File: src/rtl/pdm_stream.sv
// Stream demultiplexer: one valid/ready input routed by s to one of N channels,
// each with a one-entry registered buffer. Out-of-range selects are dropped and counted.
module pdm_stream #(
    parameter int N  = 2,
    parameter int W  = 8,
    parameter int SW = $clog2(N)
) (
    input  logic           clk,
    input  logic           rst,
    input  logic           in_valid,
    output logic           in_ready,
    input  logic [W-1:0]   in_data,
    input  logic [SW-1:0]  s,
    output logic [N-1:0]   out_valid,
    input  logic [N-1:0]   out_ready,
    output logic [N*W-1:0] out_data,
    output logic           err,
    output logic [15:0]    drop_cnt
);

    // Handshake: a word moves on any cycle where valid && ready are both high at the
    // rising edge; ready never depends on valid, and valid is never withdrawn by the DUT.

    localparam logic [0:0]  ST_EMPTY = 1'b0;
    localparam logic [0:0]  ST_FULL  = 1'b1;
    localparam logic [SW:0] NUM_CH   = (SW+1)'(N);

    logic [N-1:0] chan_state;
    logic         in_range;
    logic         accept;

    assign in_range  = ({1'b0, s} < NUM_CH);
    assign accept    = in_valid && in_ready;
    assign out_valid = chan_state;

    always_comb begin
        in_ready = 1'b0;
        if (!rst) begin
            if (!in_range) begin
                in_ready = 1'b1;
            end else begin
                in_ready = (chan_state[s] == ST_EMPTY) || out_ready[s];
            end
        end
    end

    for (genvar k = 0; k < N; k++) begin : g_chan
        logic         wr;
        logic [0:0]   state_r;
        logic [W-1:0] data_r;

        assign wr = accept && in_range && (s == SW'(k));

        // A write to a FULL buffer is only possible while it drains, so it simply replaces.
        always_ff @(posedge clk) begin
            if (rst) begin
                state_r <= ST_EMPTY;
                data_r  <= '0;
            end else if (wr) begin
                state_r <= ST_FULL;
                data_r  <= in_data;
            end else if (out_ready[k]) begin
                state_r <= ST_EMPTY;
            end
        end

        assign chan_state[k]      = state_r[0];
        assign out_data[k*W +: W] = data_r;
    end

    always_ff @(posedge clk) begin
        if (rst) begin
            err      <= 1'b0;
            drop_cnt <= '0;
        end else begin
            err <= accept && !in_range;
            if (accept && !in_range && drop_cnt != 16'hFFFF) begin
                drop_cnt <= drop_cnt + 16'd1;
            end
        end
    end

endmodule

File: config.mk
export PLATFORM = sky130hd
export DESIGN_NAME = pdm_stream
export DESIGN_NICKNAME = d
export VERILOG_FILES = /design/src/rtl/pdm_stream.sv
export SDC_FILE = /design/constraint.sdc
export NUM_CORES = 1
export LEC_CHECK = 0
export CAP_MARGIN = 5
export CORE_MARGIN = 2
export CORE_UTILIZATION = 39
export CTS_CLUSTER_DIAMETER = 120
export DETAILED_ROUTE_END_ITERATION = 8
export PLACE_DENSITY = 0.79
export SYNTH_ARGS = -nofsm -noshare
export SYNTH_HDL_FRONTEND = slang
export SYNTH_SLANG_ARGS = --single-unit
File: constraint.sdc
create_clock -name clk -period 1.15 [get_ports clk]
set_input_delay 0.1725 -clock clk [delete_from_list [all_inputs] [get_ports clk]]
set_output_delay 0.1725 -clock clk [all_outputs]
set_load 0.05 [all_outputs]
; ---- Word level (Yosys, flattened, before mapping)
; Index checks and enable logic that the tools add are counted.
[word_totals]
ff_bits = 18
latch_bits = 0
mem_bits_rw = 0
mem_bits_ro = 0
inputBits = 14
elab_cells = 22
memories = 0
[op_classes]
addsub = 0
mul = 0
div = 0
magnitude_cmp = 1
eq_ne = 0
shift = 0
mux = 9
n_bitwise = 2
reduce_logical = 6
[op_table]
columns = operator, n
row1 = two-way mux 1 bit, 9
row2 = nonzero test 2 bit, 2
row3 = logical AND 1 bit, 3
row4 = "< comparator 1 x 2 -> 1 bit, second input constant", 1
row5 = NOT 1 bit, 2
row6 = logical OR 1 bit, 1

; ---- Longest topological paths before layout
[logic_depth]
word_depth = 8
depth_mapped = 5

; ---- Worst setup path after synthesis
; Ideal clock, no wire load.
[synth_path]
path_type = register to output
from = register g_chan[0].state_r
to = output in_ready
arrival_time_ns = 1.676
required_ns = 0.978
slack_ns = -0.698
path_stages_with_launch = 4
n_path_buf = 0
cell_sequence = dfxtp_1 nand2b_1 nor2_1 a211oi_1
[synth_via]
elab_chain_cells = 5
[synth_rtl]
columns = item, line_no
row1 = start: declaration, 49  ; logic [0:0] state_r;
row2 = start signal: assignment, 57  ; state_r <= ST_EMPTY;
row3 = start signal: assignment, 60  ; state_r <= ST_FULL;
row4 = start signal: assignment, 63  ; state_r <= ST_EMPTY;
row5 = two-way mux 1 bit (implied by the code) (2 in series), 42  ; in_ready = (chan_state[s] == ST_EMPTY) || out_ready[s];
row6 = NOT 1 bit, 42
row7 = logical OR 1 bit, 42
row8 = two-way mux 1 bit, 38  ; if (!rst) begin
row9 = end: declaration, 11  ; output logic in_ready,
; Every way passes these cells. The select of a mux whose other input is x is not followed.

; ---- Worst setup path in the final report
[layout_path]
from = input out_ready[1]
to = output in_ready
[layout_via]
elab_chain_cells = 4
[layout_rtl]
columns = item, line_no
row1 = start: declaration, 15  ; input logic [N-1:0] out_ready,
row2 = two-way mux 1 bit (implied by the code) (2 in series), 42
row3 = logical OR 1 bit, 42
row4 = two-way mux 1 bit, 38
; Every way passes these cells. The select of a mux whose other input is x is not followed.

==> impl_results.md <==
- Status: finished, violations left
- Failing checks: negative setup slack
- Fillers: approximately 180
- DR vias: a little under 800
- CP Max Fanout: 2
- N_diodes: 0
- Cell leakage power: 0.0007002 uW
- Required time of the worst setup path: between 0.9 and 1 ns
- Vias in the first global route: 762
- Hold_buf cts: 0
- Achievable frequency: around 730 MHz
- Core box area: 0.002410 sq mm
- Top delay family on crit path: buffers and inverters
- Clock sinks: 18
- Library cells used by synthesis: 17
- Starting Density: between 40% and 50%
- Drt pass-1 iters: 4
- Largest family of logic cells by synthesized area: buffers and inverters
- Syn Inst Count: between 90 and 100
- Final Worst Setup Slack: -0.2146 ns
- Clk buf depth: 2
- IO Pins: 50
- Share of cells above drive strength 1: 40.15%
- Hpwl dp: about 1600 um
- Power per cell area: a little over 1000 mW/mm^2
- DRC Markers: 0
- Mapped cell area: 969.7 sq um
- Die height: between 50 and 60 um
- Pins Over Slew Limit: 0
- Syn avg cell area: slightly above 10 sq um
- Area of the multi-input gates: 534.3 sq um
- XOR/XNOR Fraction of Synth Area: 0%
- Final instance area: around 0.0016 sq mm
- Hold slack: 0.5055 ns
- Register area share after synthesis: around 37%
- Critical Path AT: 1.19 ns
- Max Cap Violations: 0
- I/O Buffers: 32
- First-pass GRT wire length: around 3600 um
- Row count: 18
- Placed Instance Area: roughly 0.0015 sq mm
- Largest net degree at the start of global routing: 19
- Final net count: between 150 and 200
- WL final: ~2200 um
- Type of origin of the critical path: input port
- Later-pin clock latency in the skew report: roughly 0.3 ns
- Yosys reg bits: 18
- Power, Total: 1614 uW
- Register area: approximately 360 sq um
- Initial antenna violation count: 0
- Max IR drop VDD: 0.8250 mV
- Worst Path Buf+Inv: 2
- Worst hold path type: input port to flop
- Clock slew at reported path FFs: ~0.1 ns
- Area grow syn2layout: 65.29%
- Wire length per cell: about 13 um
- CTS root buffer: clkbuf_4
- Critical path, cell by cell: clkdlybuf4s50_1 > nor2b_4 > a211oi_4 > buf_12
- CTS tree: yes
- DIE WIDTH: 53.87 um
- Gpl congestion: between 0.7 and 0.8
- First DRT Iteration DRCs: 13
- Final hold violation count: 0
- CP max stage cell: clkdlybuf4s50_1
- Num CTS Buffers: 3
- Tmin final: ~1.4 ns
- Syn. warnings: 0
- RSZ-0062 raised after global routing: true
- Gr ovfl total: 0
- CP Capture Type: output port
- Vias per inst: roughly 4.6
- H-tree lvl count: 1
- Final setup viols: 2
- WS Path Type: input port to output port
- Remaining antenna violation count after routing: 0
- Final Cycle Share: 118.7%
- Post-Synth Adder-Cell Area: 0%
- Simple-Gate Fraction of Synth Area: roughly 17%
- Setup skew after layout: about 0.0030 ns
- Full die area: 0.002901 sq mm
- Multiplexer share of the synthesized area: about an eighth
- CP max stage delay: 0.53 ns
- Total Routing Usage GR: between 10% and 20%
- Compound-Gate Fraction of Synth Area: about an eighth
## routing by layer
layer  track usage [%]  up-vias  wire length, um
li1                  -      369                -
met1             20.00      365              857
met2             29.67       31             1186
met3             7.222        4              165
met4             4.274        0               31
met5                 0        -                0
## stage by stage
stage / util (%) / setup TNS [ns] / worst slack [ns] / std cells
final: 66.51 / -0.2484 / -0.2146 / 167
after global routing: 66.51 / -0.3003 / -0.2429 / 167
after CTS: 66.30 / -0.2732 / -0.2427 / 167
after detailed placement: 62.77 / -6.744 / -0.4050 / 160
after global placement: 62.77 / -6.025 / -0.3705 / 160
after floorplan: - / 0 / 0.005865 / 111
## cells in the final DEF, fill, tap and decap left out, drive strengths merged
cell           Yosys  layout
and3b              1       1
conb               1      17
a21oi              9       9
a211oi             1       1
nor2               3       3
nand2              1       2
clkdlybuf4s50      0       9
dlygate4sd2        0       4
buf               24      34
nor3b              1       1
mux2               8       8
clkbuf             1       3
a31o               8       8
nand2b            10      10
dfxtp             18      18
nor2b              9       9
## Yosys cell counts, drive strengths merged
| master | n | area, sq um |
|---|---|---|
| dfxtp | 18 | 360.4 |
| nor2b | 9 | 56.30 |
| clkbuf | 1 | 3.750 |
| nor2 | 3 | 11.26 |
| mux2 | 8 | 120.1 |
| a211oi | 1 | 7.510 |
| and3b | 1 | 8.760 |
| a21oi | 9 | 48.80 |
| nand2 | 1 | 11.26 |
| a31o | 8 | 70.07 |
| nor3b | 1 | 18.77 |
| conb | 1 | 3.750 |
| buf | 24 | 186.4 |
| nand2b | 10 | 62.56 |
## where the power goes
group          switching [uW]  internal (uW)  total, uW  leakage (uW)
Clock                     201            122        323     0.0000138
Combinational             341            256        598      0.000538
Sequential               35.1            658        693      0.000148
Total                     577           1040       1610      0.000700
## cells by family (layout without fill, tap and decap cells)
| family | count (synthesis) | in the layout |
|---|---|---|
| simple gates | 25 | 26 |
| buf+inv | 25 | 50 |
| compound gates | 18 | 18 |
| flops | 18 | 18 |
| mux | 8 | 8 |
| other cells | 1 | 17 |
## final cells by class
type	count	area share [%]
clock buffers	3	1.405
multi-input cells	69	33.33
flip-flops and latches	18	22.64
well taps	30	2.342
repair buffers	47	40.28
## worst paths after layout
kind         slack [ns]                          endpoint                           start  depth (start not counted)
max reg2reg        0.04  g_chan[0].data_r[4]$_SDFFE_PP0P_  g_chan[0].state_r$_SDFFE_PP0P_                          4
max               -0.21                          in_ready                    out_ready[1]                          4
min reg2reg        0.63    g_chan[1].state_r$_SDFFE_PP0P_  g_chan[1].state_r$_SDFFE_PP0P_                          3
min                0.51  g_chan[1].data_r[2]$_SDFFE_PP0P_                      in_data[2]                          2
## state kept, by name, indices dropped and copies added (netlist names)
name	cells
g_chan.data_r	16
g_chan.state_r	2
## what timing repair did
item	CTS	global route
cloned	1	0
setup endpoints to repair	17	12
resized for setup	12	2
pin swaps	2	1
buffers inserted	3	0
## worst reg2reg max path, stage by stage, from the launching register on
cell and delay (ns):
dfxtp_2 0.37, nand2b_4 0.06, buf_4 0.17, nand2_8 0.10
mux2_4 0.31
Note: power is estimated with default switching activity, not from simulation.
